**src/rtl/seg7_pkg.sv**
```systemverilog
// Shared segment constants and code-to-segment decode for the 7-segment scan driver.
// Segment order is {a,b,c,d,e,f,g}; all values are active-high.
package seg7_pkg;

    localparam logic [6:0] SEG_0     = 7'h7E;
    localparam logic [6:0] SEG_1     = 7'h30;
    localparam logic [6:0] SEG_2     = 7'h6D;
    localparam logic [6:0] SEG_3     = 7'h79;
    localparam logic [6:0] SEG_4     = 7'h33;
    localparam logic [6:0] SEG_5     = 7'h5B;
    localparam logic [6:0] SEG_6     = 7'h5F;
    localparam logic [6:0] SEG_7     = 7'h70;
    localparam logic [6:0] SEG_8     = 7'h7F;
    localparam logic [6:0] SEG_9     = 7'h7B;
    localparam logic [6:0] SEG_A     = 7'h77;
    localparam logic [6:0] SEG_B     = 7'h1F;
    localparam logic [6:0] SEG_C     = 7'h4E;
    localparam logic [6:0] SEG_D     = 7'h3D;
    localparam logic [6:0] SEG_E     = 7'h4F;
    localparam logic [6:0] SEG_F     = 7'h47;
    localparam logic [6:0] SEG_BLANK = 7'h00;

    typedef struct packed {
        logic [3:0] code;
        logic       blank;
        logic       dp;
    } digit_req_t;

    typedef struct packed {
        logic [6:0] seg;
        logic       dp;
    } digit_rsp_t;

    // Codes 10..15 render as letters only when hex_en is set, otherwise dark.
    function automatic logic [6:0] seg_decode(input logic [3:0] code, input logic hex_en);
        logic [6:0] s;
        s = SEG_BLANK;
        case (code)
            4'h0: s = SEG_0;
            4'h1: s = SEG_1;
            4'h2: s = SEG_2;
            4'h3: s = SEG_3;
            4'h4: s = SEG_4;
            4'h5: s = SEG_5;
            4'h6: s = SEG_6;
            4'h7: s = SEG_7;
            4'h8: s = SEG_8;
            4'h9: s = SEG_9;
            4'hA: s = hex_en ? SEG_A : SEG_BLANK;
            4'hB: s = hex_en ? SEG_B : SEG_BLANK;
            4'hC: s = hex_en ? SEG_C : SEG_BLANK;
            4'hD: s = hex_en ? SEG_D : SEG_BLANK;
            4'hE: s = hex_en ? SEG_E : SEG_BLANK;
            4'hF: s = hex_en ? SEG_F : SEG_BLANK;
        endcase
        return s;
    endfunction

endpackage

```
**src/rtl/bcd_seg_decode.sv**
```systemverilog
// Per-digit combinational decode: code + blank + dp -> active-high segments and dp.
// A blanked digit goes dark but keeps its decimal point.
module bcd_seg_decode
    import seg7_pkg::*;
#(
    parameter int HEX_EN = 0
) (
    input  digit_req_t req,
    output digit_rsp_t rsp
);

    always_comb begin
        rsp.seg = req.blank ? SEG_BLANK : seg_decode(req.code, HEX_EN != 0);
        rsp.dp  = req.dp;
    end

endmodule

```
**src/rtl/seg7_scan_driver.sv**
```systemverilog
// Time-multiplexed N-digit 7-segment driver: double-buffered codes, one digit per
// DIV-cycle slot, leading-zero blanking, pin polarity control and a frame-done pulse.
module seg7_scan_driver
    import seg7_pkg::*;
#(
    parameter int N_DIGITS       = 4,
    parameter int DIV            = 50000,
    parameter int HEX_EN         = 0,
    parameter int SEG_ACTIVE_LOW = 0,
    parameter int AN_ACTIVE_LOW  = 1
) (
    input  logic                    clk,
    input  logic                    rst_n,
    input  logic [4*N_DIGITS-1:0]   digits_in,
    input  logic [N_DIGITS-1:0]     dp_in,
    input  logic                    load,
    input  logic                    lz_blank_en,
    input  logic                    en,
    output logic [6:0]              seg,
    output logic                    dp,
    output logic [N_DIGITS-1:0]     an,
    output logic                    frame_done
);

    localparam int                  IDX_W    = (N_DIGITS > 1) ? $clog2(N_DIGITS) : 1;
    localparam int                  CNT_W    = (DIV > 1) ? $clog2(DIV) : 1;
    localparam logic [IDX_W-1:0]    LAST_IDX = IDX_W'(N_DIGITS - 1);
    localparam logic [CNT_W-1:0]    LAST_CNT = CNT_W'(DIV - 1);
    localparam logic                SEG_INV  = (SEG_ACTIVE_LOW != 0);
    localparam logic                AN_INV   = (AN_ACTIVE_LOW != 0);
    // Inactive pin levels double as the XOR masks that apply polarity.
    localparam logic [6:0]          SEG_OFF  = {7{SEG_INV}};
    localparam logic [N_DIGITS-1:0] AN_OFF   = {N_DIGITS{AN_INV}};

    logic [CNT_W-1:0]         count;
    logic [IDX_W-1:0]         idx;
    logic                     tick;
    logic                     wrap;
    logic [N_DIGITS-1:0][3:0] pend_code;
    logic [N_DIGITS-1:0][3:0] act_code;
    logic [N_DIGITS-1:0]      pend_dp;
    logic [N_DIGITS-1:0]      act_dp;
    logic [N_DIGITS-1:0]      digit_sel;
    digit_req_t [N_DIGITS-1:0] req;
    digit_rsp_t [N_DIGITS-1:0] rsp;
    digit_rsp_t               cur;

    assign tick = en && (count == LAST_CNT);
    assign wrap = tick && (idx == LAST_IDX);

    always_ff @(posedge clk or negedge rst_n) begin
        if (!rst_n) begin
            count <= '0;
            idx   <= '0;
        end else if (tick) begin
            count <= '0;
            idx   <= (idx == LAST_IDX) ? '0 : idx + 1'b1;
        end else if (en) begin
            count <= count + 1'b1;
        end
    end

    always_ff @(posedge clk or negedge rst_n) begin
        if (!rst_n) begin
            frame_done <= 1'b0;
        end else begin
            frame_done <= wrap;
        end
    end

    // The copy samples the old pending value, so a load on the wrap edge waits a frame.
    always_ff @(posedge clk or negedge rst_n) begin
        if (!rst_n) begin
            pend_code <= '0;
            pend_dp   <= '0;
            act_code  <= '0;
            act_dp    <= '0;
        end else begin
            if (load) begin
                pend_code <= digits_in;
                pend_dp   <= dp_in;
            end
            if (wrap || !en) begin
                act_code <= pend_code;
                act_dp   <= pend_dp;
            end
        end
    end

    for (genvar k = 0; k < N_DIGITS; k++) begin : g_dig
        logic blank_k;
        if (k == 0) begin : g_lsd
            assign blank_k = 1'b0;
        end else begin : g_upper
            // Dark when this digit and everything more significant is zero.
            assign blank_k = lz_blank_en && ~|act_code[N_DIGITS-1:k];
        end
        assign req[k] = '{code: act_code[k], blank: blank_k, dp: act_dp[k]};
        bcd_seg_decode #(.HEX_EN(HEX_EN)) u_dec (
            .req (req[k]),
            .rsp (rsp[k])
        );
    end

    always_comb begin
        cur       = '0;
        digit_sel = '0;
        for (int k = 0; k < N_DIGITS; k++) begin
            if (idx == IDX_W'(k)) begin
                cur          = rsp[k];
                digit_sel[k] = 1'b1;
            end
        end
    end

    always_ff @(posedge clk or negedge rst_n) begin
        if (!rst_n) begin
            seg <= SEG_OFF;
            dp  <= SEG_INV;
            an  <= AN_OFF;
        end else if (en) begin
            seg <= cur.seg ^ SEG_OFF;
            dp  <= cur.dp ^ SEG_INV;
            an  <= digit_sel ^ AN_OFF;
        end else begin
            seg <= SEG_OFF;
            dp  <= SEG_INV;
            an  <= AN_OFF;
        end
    end

endmodule
```
**config.mk**
```make
export PLATFORM = sky130hd
export DESIGN_NAME = seg7_scan_driver
export DESIGN_NICKNAME = d
export VERILOG_FILES = /design/src/rtl/seg7_pkg.sv /design/src/rtl/bcd_seg_decode.sv /design/src/rtl/seg7_scan_driver.sv
export SDC_FILE = /design/constraint.sdc
export NUM_CORES = 1
export LEC_CHECK = 0
export ABC_CLOCK_PERIOD_IN_PS = 4610
export CAP_MARGIN = 5
export CORE_ASPECT_RATIO = 1.2
export CORE_MARGIN = 2
export CORE_UTILIZATION = 50
export CTS_CLUSTER_DIAMETER = 40
export DETAILED_ROUTE_END_ITERATION = 10
export GPL_TIMING_DRIVEN = 0
export PLACE_DENSITY = 0.78
export SYNTH_ARGS = -nofsm -noshare
export SYNTH_HDL_FRONTEND = slang
export SYNTH_SLANG_ARGS = --single-unit
```
**constraint.sdc**
```tcl
create_clock -name clk -period 4.61 [get_ports clk]
set_clock_uncertainty 0.05 [all_clocks]
set_input_delay 1.383 -clock clk [delete_from_list [all_inputs] [get_ports clk]]
set_output_delay 1.383 -clock clk [all_outputs]
set_load 0.005 [all_outputs]
```
Word-level counts from Yosys, hierarchy flattened
Memory sizes are Yosys's and may differ from the RTL's.
Index checks and enable logic that the tools add are counted.
{"block": "totals", "regBits": 71, "latchBits": 0, "wordCells": 59, "ram_bits": 0, "memories": 4, "in_bits": 25, "output_inout_bits": 13, "romBits": 448}
{"block": "op_classes", "reduce_logical": 15, "magnitude_cmp": 0, "bitwise_logic": 1, "multipliers": 0, "shifts": 0, "n_eq_ne": 4, "div": 0, "n_addsub": 2, "mux": 17}
{"name": "(name not given)", "depth": 16, "width": 7, "read_ports": 1, "rd_ports_with_merged_regs": 0, "write_ports": 0, "line_no": "seg7_pkg.sv:38", "rtl": "case (code)"}
{"name": "(name not given)", "depth": 16, "width": 7, "read_ports": 1, "rd_ports_with_merged_regs": 0, "write_ports": 0, "line_no": "seg7_pkg.sv:38"}
{"name": "(name not given)", "depth": 16, "width": 7, "read_ports": 1, "rd_ports_with_merged_regs": 0, "write_ports": 0, "line_no": "seg7_pkg.sv:38"}
{"name": "(name not given)", "depth": 16, "width": 7, "read_ports": 1, "rd_ports_with_merged_regs": 0, "write_ports": 0, "line_no": "seg7_pkg.sv:38"}
{"operator": "16-bit two-way mux", "n": 2}
{"operator": "8-bit two-way mux", "n": 4}
{"operator": "7-bit two-way mux", "n": 4}
{"operator": "16-bit by 1-bit adder with 16-bit output, second input constant", "n": 1}
{"operator": "16-bit equality test, second input constant", "n": 1}
{"operator": "12-bit OR reduction", "n": 1}
{"operator": "8-bit OR reduction", "n": 1}
{"operator": "1-bit logical AND", "n": 5}
{"operator": "1-bit two-way mux", "n": 5}
{"operator": "2-bit equality test, second input constant", "n": 2}
{"operator": "1-bit logical NOT", "n": 4}
{"operator": "4-bit two-way mux", "n": 1}
{"operator": "4-bit NOT", "n": 1}
{"operator": "4-bit OR reduction", "n": 1}
{"operator": "2-bit by 1-bit adder with 2-bit output, second input constant", "n": 1}
{"operator": "2-bit by 1-bit equality test with 1-bit output, second input constant", "n": 1}
{"operator": "2-bit logical NOT", "n": 1}
{"operator": "2-bit two-way mux", "n": 1}
{"operator": "2-bit nonzero test", "n": 1}
{"operator": "1-bit logical OR", "n": 1}

Depth between registers and ports, before layout
Gate-level depths: netlist of run 1.
{"block": "depth", "depth_word": 8, "depth_mapped": 7, "ltp_nobuf": 6}

Modules after synthesis
Synthesis of run 1 repeated with hierarchy kept, for this count alone.
{"block": "hier_totals", "hier_cells": 372, "hier_area_um2": 4053.9}
{"mod": "seg7_scan_driver", "cells_per_inst": 244, "area_per_inst_um2": 3103.0, "n_inst": 1, "seq_area_each_um2": 1781.7}
{"mod": "bcd_seg_decode", "cells_per_inst": 32, "area_per_inst_um2": 237.7, "n_inst": 4, "seq_area_each_um2": 0.0}

Least setup slack after synthesis of run 1
OpenSTA, ideal clock, no wires.
{"block": "synth_path", "path_kind": "input to register", "start": "input en", "end": "register act_code[13] in the netlist's numbering", "t_arrival_ns": 2.589, "setup_ns": 0.127, "n_path_buf": 1, "path_slack_ns": 1.843, "required_ns": 4.433, "path_stages": 5, "cell_sequence": "nand4_1 > nor4_4 > a21bo_4 > buf_12 > mux2_1"}
{"block": "synth_via", "elab_chain_len": 3, "word_cells_on_any_way": 4, "cone_classes": "4 x reduce/logical"}
{"element": "from (decl)", "line_no": "seg7_scan_driver.sv:18", "rtl": "input logic en,"}
{"element": "1-bit logical AND", "line_no": "seg7_scan_driver.sv:48", "rtl": "assign tick = en && (count == LAST_CNT);"}
{"element": "1-bit logical AND", "line_no": "seg7_scan_driver.sv:49", "rtl": "assign wrap = tick && (idx == LAST_IDX);"}
{"element": "1-bit logical OR (*)", "line_no": "seg7_scan_driver.sv:83", "rtl": "if (wrap || !en) begin"}
{"element": "to (signal assigned)", "line_no": "seg7_scan_driver.sv:84", "rtl": "act_code <= pend_code;"}
{"element": "to (decl)", "line_no": "seg7_scan_driver.sv:40", "rtl": "logic [N_DIGITS-1:0][3:0] act_code;"}
Mark *: on every way between the ends. The rest lies on a longest branch, timed or not.
A chain may end at the register's enable or synchronous reset.

Worst setup path after layout of run 1
{"block": "layout_path", "start": "input lz_blank_en", "end": "register seg[1]"}
{"block": "layout_via", "elab_chain_len": 6, "word_cells_on_any_way": 10, "cone_classes": "7 x mux; 3 x reduce/logical"}
{"element": "from (decl)", "line_no": "seg7_scan_driver.sv:17", "rtl": "input logic lz_blank_en,"}
{"element": "1-bit logical AND", "line_no": "seg7_scan_driver.sv:96", "rtl": "assign blank_k = lz_blank_en && ~|act_code[N_DIGITS-1:k];"}
{"element": "7-bit two-way mux", "line_no": "bcd_seg_decode.sv:13", "rtl": "rsp.seg = req.blank ? SEG_BLANK : seg_decode(req.code, HEX_EN != 0);"}
{"element": "8-bit two-way mux (2 in series)", "line_no": "seg7_scan_driver.sv:109", "rtl": "if (idx == IDX_W'(k)) begin"}
{"element": "8-bit two-way mux (*)", "line_no": "seg7_scan_driver.sv:109"}
{"element": "7-bit two-way mux (*)", "line_no": "seg7_scan_driver.sv:121", "rtl": "end else if (en) begin"}
{"element": "to (signal assigned)", "line_no": "seg7_scan_driver.sv:122", "rtl": "seg <= cur.seg ^ SEG_OFF;"}
{"element": "to (decl)", "line_no": "seg7_scan_driver.sv:19", "rtl": "output logic [6:0] seg,"}
Marks and branches as above.

==> summary.txt, run 1 <==
Global route
  • Vias in the first global route: ~2,700
  • Largest net degree at the start of global routing: slightly above 70
  • First-pass GRT wire length: around 13,000 um
  • Total gr overflow: 0
  • All-Layer GR Usage: roughly a fifth
  • Initial antenna violation count: 0

Detailed routing
  • Met3 WL: ~350 um
  • Drt initial violations: 119
  • Via/cell ratio: 5.491
  • Met2 routed WL: 3593 um
  • Total detailed-routing wirelength: around 7500 um
  • Met1 WL: 3407 um
  • DRC: 0
  • Routed Antenna Nets: 0
  • DR vias: between 2,000 and 3,000
  • Pre-antenna DRT Iters: 4
  • Top Layer Used: met4
  • DR WL/cell: approximately 15 um

Synth
  • Async SR Flop Fraction: 100.0%
  • Synth cell types: between 50 and 60
  • Post-Syn Area: roughly 4000 um2
  • Sequential share of the synthesized area: 45.73%
  • Synth Register Bits: between 70 and 80
  • Ys Warns: 0
  • Most common flop cell mapped by yosys: dfrtp_1
  • Syn_area_per_cell: about 11 um2
  • EDFF count, synth: 0
  • Net count after synthesis: slightly below 400
  • Cells after synthesis: around 350

Pwr
  • Final Power: 1.697 mW
  • Clock power frac: roughly a third
  • P_int: roughly 1.2 mW
  • Net Sw Power: 0.4845 mW
  • Pwr/cell area: roughly 370 nW/um2
  • Peak VDD IR: 0.2342 mV
  • Sw Share: between 20 and 30%
  • Seq pwr share: between 40% and 50%
  • P_leak: 1.995 nW
  • Comb power frac: 20.7%

CTS
  • Total CTS buffers: 9
  • Clock network latency to the later pin of the worst-skew pair: 0.34 ns
  • Root buffer cell: clkbuf_8
  • Clock-pin slew on the worst setup and hold paths: 0.08 ns
  • Clk sinks: 71
  • Postcts setup bufs: 0
  • H-tree Lvls: 3
  • PostCTS Resize Cnt: 0
  • Clk buf depth: 2
  • Hold-fix buffers, CTS: 0
  • CTS tree: built

STA
  • Period utilization: approximately 75%
  • Max Freq: 0.2902 GHz
  • TNS Setup: 0 ns
  • Min cycle time layout: 3.446 ns
  • Final setup margin: around 1.2 ns
  • Count of final max-slew check failures: 0
  • Final hold vios: 0
  • RSZ-0062 raised after global routing: no
  • Final setup vio count: 0
  • Hold slack: between 0.4 and 0.5 ns
  • Slew HR: about a fifth
  • Worst-Margin Slew: 1.192 ns

Place
  • Port Buffer Count: 36
  • Final GP Congestion: 0.9140
  • Hpwl dp: about 5500 um
  • Placed cell areas: 4369 um2
  • Placement Setup Slack: between 0.8 and 0.9 ns

Worst setup path
  • Slowest CP cell: nor4bb_1
  • Worst setup path start: lz_blank_en
  • CP cell instances: clkdlybuf4s50_1 -> nor4bb_1 -> and4_1 -> o32ai_1 -> o2bb2ai_1
  • Crit path max fanout: 7
  • Crit start category: input pin
  • R2R depth: 6
  • R2R Setup Slk: a little under 2 ns
  • CP Capture Point: seg[1]
  • Type of element capturing the critical path: flop
  • R2r endpoint: seg[1]
  • WP data required: between 4 and 5 ns
  • CP peak stage delay: between 1 and 1.5 ns
  • FF-to-FF Start: act_code[13]
  • Crit path DAT: approximately 3.6 ns
  • Crit path kind: in -> reg

Floorplan
  • Rows: 35
  • Core footprint: 7620 um2
  • Die height: 100.7 um
  • I/O pin cnt: 38
  • Area of the die: roughly 8500 um2
  • Die width: roughly 85 um
  • Initial core utilization: around half

Layout
  • Share of cells above drive strength 1: 16.88%
  • Post-layout net count: approximately 440
  • Register area: ~1800 um2
  • Design area: roughly 4600 um2
  • Area delta synth->final: 18.05%
  • # fillers: about 650
  • Area of the multi-input gates: 1961 um2
  • Inserted Diodes: 0

Flow run
  • Max capacitance violation total: 0

Status
  • Status: finished, final reports clean

Hold path
  • Hold WC Path Type: reg -> reg
  • Hold path depth: 1
-- critical path: cells and delay by family --
family | cells | cell delay, ns
and+or+nand+nor | 2 | 1.42
buffers and inverters | 1 | 0.51
AOI/OAI and AO/OA | 2 | 0.29
-- power groups by stage --
| stage | combinational (mW) | sequential (mW) | clock (mW) |
|---|---|---|---|
| 2_1_floorplan | 0.248 | 0.773 | 0 |
| 3_3_place_gp | 0.338 | 0.791 | 0 |
| 3_5_place_dp | 0.349 | 0.795 | 0 |
| 4_1_cts | 0.353 | 0.783 | 0.576 |
| 5_1_grt | 0.395 | 0.796 | 0.604 |
| 6_report | 0.351 | 0.783 | 0.563 |
-- layout by cell type (no fill, tap or decap), types with 10 or more instances in the layout --
| master | n |
|---|---|
| mux2_4 | 18 |
| nand2_1 | 25 |
| inv_1 | 15 |
| a21oi_1 | 10 |
| clkdlybuf4s50_1 | 35 |
| nor2_1 | 19 |
| clkbuf_1 | 11 |
| xnor2_1 | 10 |
| mux2_2 | 22 |
| dfrtp_1 | 67 |
| clkbuf_8 | 10 |
| nand3_1 | 10 |
| ha_1 | 25 |
-- state kept, by name, summed over array words and instances, names as in the netlist --
name        count
seg             7
act_code       16
an              4
act_dp          4
count          16
pend_dp         4
pend_code      16
dp              1
idx             2
frame_done      1
-- cell families after synthesis --
logic type	share of synthesized area [%]
AO/OA/AOI/OAI	9.602
XOR/XNOR	3.147
adder cells (fa/ha/maj)	8.028
buffers and inverters	3.950
flip-flops	45.73
multiplexers	14.64
AND/OR/NAND/NOR	14.90
-- routing by layer --
| layer | up-vias | track usage, % |
|---|---|---|
| met1 | 1286 | 25.48 |
| met4 | 0 | 7.326 |
| met2 | 64 | 31.13 |
| met5 | - | 0 |
| met3 | 14 | 3.849 |
| li1 | 1321 | - |
-- cell usage after synthesis, types with 2 or more instances --
library cell,n,area share [%]
dfstp_2,4,2.7
dfrtp_1,67,43
inv_1,15,1.4
xnor2_1,10,2.2
nor3b_1,3,0.58
nor2_1,19,1.8
o2111ai_1,2,0.45
nor4bb_1,3,0.77
or3_1,2,0.32
o211ai_1,2,0.39
nand2_1,25,2.4
xor2_1,4,0.90
clkbuf_1,11,1.1
o221ai_1,2,0.45
a21oi_1,10,1.3
mux2_2,22,6.4
o31ai_1,2,0.39
or4bb_1,2,0.58
buf_12,2,1.0
o21ai_0,9,1.2
nor4_1,2,0.32
o22ai_1,2,0.32
ha_1,25,8.0
a311oi_1,2,0.45
mux2_1,2,0.58
nor3_1,6,0.77
nor2b_1,7,1.1
a31oi_1,4,0.64
and4_1,2,0.45
mux2i_1,3,0.77
a211oi_1,3,0.58
buf_1,2,0.19
o22a_1,2,0.45
nand2b_1,7,1.1
a41oi_1,2,0.45
and2_1,3,0.48
mux2_4,18,6.9
nand3_1,10,1.3
nand4_1,9,1.4
-- stage by stage --
stage | cells | utilization, %
after floorplan | 345 | -
after global placement | 473 | 57.37
after detailed placement | 473 | 57.34
after CTS | 489 | 60.36
after global routing | 489 | 60.36
final | 489 | 60.36
-- worst min path at each step --
stage | slack, ns | start | end
floorplan | 0.41 | count[13] | count[13]
global placement | 0.42 | pend_code[2] | act_code[2]
detailed placement | 0.43 | pend_code[2] | act_code[2]
CTS | 0.45 | pend_code[2] | act_code[2]
global route | 0.48 | pend_code[12] | act_code[12]
finish | 0.44 | pend_code[2] | act_code[2]
-- final cells by class --
cell class                 instances  area share (%)
buffer                            16           2.040
timing repair buffer              36           7.780
tap                               92           2.503
clock inverter                     6           2.013
inverter                          16           1.306
clock buffer                      10           2.992
sequential                        71           38.74
multi-input combinational        242           42.63
Note: power is estimated with default switching activity, not from simulation.
==> inputs of run 2 (changes only) <==
- ABC_CLOCK_PERIOD_IN_PS: 4610 -> 2930
- PLACE_DENSITY: 0.78 -> 0.81
- clock period: 4.61 -> 2.93 ns (I/O delays scaled with it)
==> summary.txt, run 2 (synthesized netlist as in run 1, its figures left out) <==
STA
  • Period utilization: 91.30%
  • Final setup vio count: 0
  • Hold slack: 0.4539 ns
  • TNS Setup: 0 ns
  • Worst-Margin Slew: 0.8762 ns
  • Count of final max-slew check failures: 0
  • Min cycle time layout: ~2.7 ns
  • Final hold vios: 0
  • Max Freq: between 0.3 and 0.4 GHz
  • Final setup margin: roughly 0.25 ns
  • Slew HR: 41.58%
  • RSZ-0062 raised after global routing: no

Worst setup path
  • Crit path DAT: approximately 2.9 ns
  • Crit path kind: in -> reg
  • Type of element capturing the critical path: flop
  • Crit start category: input pin
  • WP data required: around 3.1 ns
  • Crit path max fanout: 10

Floorplan
  • I/O pin cnt: 38
  • Die height: 100.7 um
  • Rows: 35
  • Initial core utilization: 51.13%
  • Area of the die: approximately 8500 um2
  • Core footprint: between 7000 and 8000 um2
  • Die width: about 85 um

CTS
  • CTS tree: built
  • H-tree Lvls: 3
  • Clock-pin slew on the worst setup and hold paths: about 0.08 ns
  • Clock network latency to the later pin of the worst-skew pair: 0.36 ns
  • Total CTS buffers: 9
  • Root buffer cell: clkbuf_8
  • Clk buf depth: 2
  • Postcts setup bufs: 0
  • Clk sinks: 71

Global route
  • Vias in the first global route: about 2,700
  • Initial antenna violation count: 0
  • First-pass GRT wire length: 12,900 um
  • Total gr overflow: 0
  • All-Layer GR Usage: between 10% and 20%
  • Largest net degree at the start of global routing: 72

Layout
  • Post-layout net count: between 400 and 500
  • Design area: roughly 4600 um2
  • # fillers: 647
  • Share of cells above drive strength 1: 17.13%
  • Most frequent cells in the layout: dfrtp_1, clkdlybuf4s50_1, nand2_1, ha_1, mux2_2
  • Register area: around 1800 um2
  • Inserted Diodes: 0
  • Most common cell after layout, fill and taps aside: dfrtp_1
  • Area of the multi-input gates: around 2000 um2
  • Area delta synth->final: 18.75%
  • Top Registers: act_code x16, count x16, pend_code x16
  • Post-route insts no fill: approximately 490
  • Utilization after layout: between 60% and 70%

Detailed routing
  • DRC: 0
  • DR WL/cell: 15.27 um
  • Total detailed-routing wirelength: between 7000 and 8000 um
  • Drt initial violations: 164
  • Pre-antenna DRT Iters: 4
  • Via/cell ratio: 5.573
  • DR vias: 2,725
  • Routed Antenna Nets: 0

Place
  • Placed Cells: 473
  • Hpwl dp: around 5400 um
  • Port Buffer Count: 36
  • Final GP Congestion: roughly 0.88
  • Placement Setup Slack: -0.3423 ns
  • Placed cell areas: about 4400 um2

Status
  • Status: finished, final reports clean

Pwr
  • Pwr/cell area: between 500 and 600 nW/um2
  • Final Power: approximately 2.8 mW
  • Peak VDD IR: approximately 0.38 mV
  • P_leak: ~2.0 nW

Flow run
  • Max capacitance violation total: 0

Hold path
  • Hold WC Path Type: reg -> reg
run 2: cell types whose count changed in the layout (fill, tap and decap cells not counted):
cell / delta
bufinv_16: +1
clkbuf_8: -1
clkinvlp_4: -2
inv_6: +1
inv_8: +1
nor4bb_1: -1
nor4bb_2: +1
run 2: routing by layer:
metal | GRT usage [%] | vias to the layer above | share of wire [%]
met3 | 4.177 | 9 | 4.4
met5 | 0 | - | 0
met1 | 25.09 | 1324 | 45
met4 | 8.547 | 0 | 1.8
li1 | - | 1334 | -
met2 | 31.13 | 58 | 49
run 2: power breakdown:
group,internal (mW),total [mW],leakage (nW),switching (mW)
sequential,1.11,1.23,0.859,0.122
clock,0.578,0.976,0.126,0.397
combinational,0.292,0.550,1.03,0.258
run 2: area by class of cell:
cell class	instances	share of cell area, %
buffer	16	2.028
clock buffer	9	2.677
clock inverter	7	2.758
inverter	16	1.298
multi-input combinational	242	42.51
sequential	71	38.51
tap	92	2.488
timing repair buffer	36	7.734
run 2: final timing paths:
check                              from           end  slack (ns)  depth (start not counted)
setup reg to reg              count[13]   act_code[2]        0.61                          5
setup / recovery                     en   act_code[2]        0.25                          6
hold / removal             pend_code[3]   act_code[3]        0.45                          1
hold reg to reg            pend_code[3]   act_code[3]        0.45                          1
min in group asynchronous         rst_n  pend_code[5]        0.57                          1
max in group asynchronous         rst_n  act_code[10]        1.66                          1
run 2: critical path, cell delays in order:
cell and delay [ns]:
clkdlybuf4s50_1 0.57, nand4_1 0.21, nor4_4 0.50, a21bo_4 0.23
buf_12 0.15, mux2_1 0.32
run 2: what timing repair did:
item	CTS	global route
hold buffers	0	0
endpoints found under the setup margin	0	7
gates resized for setup	0	1
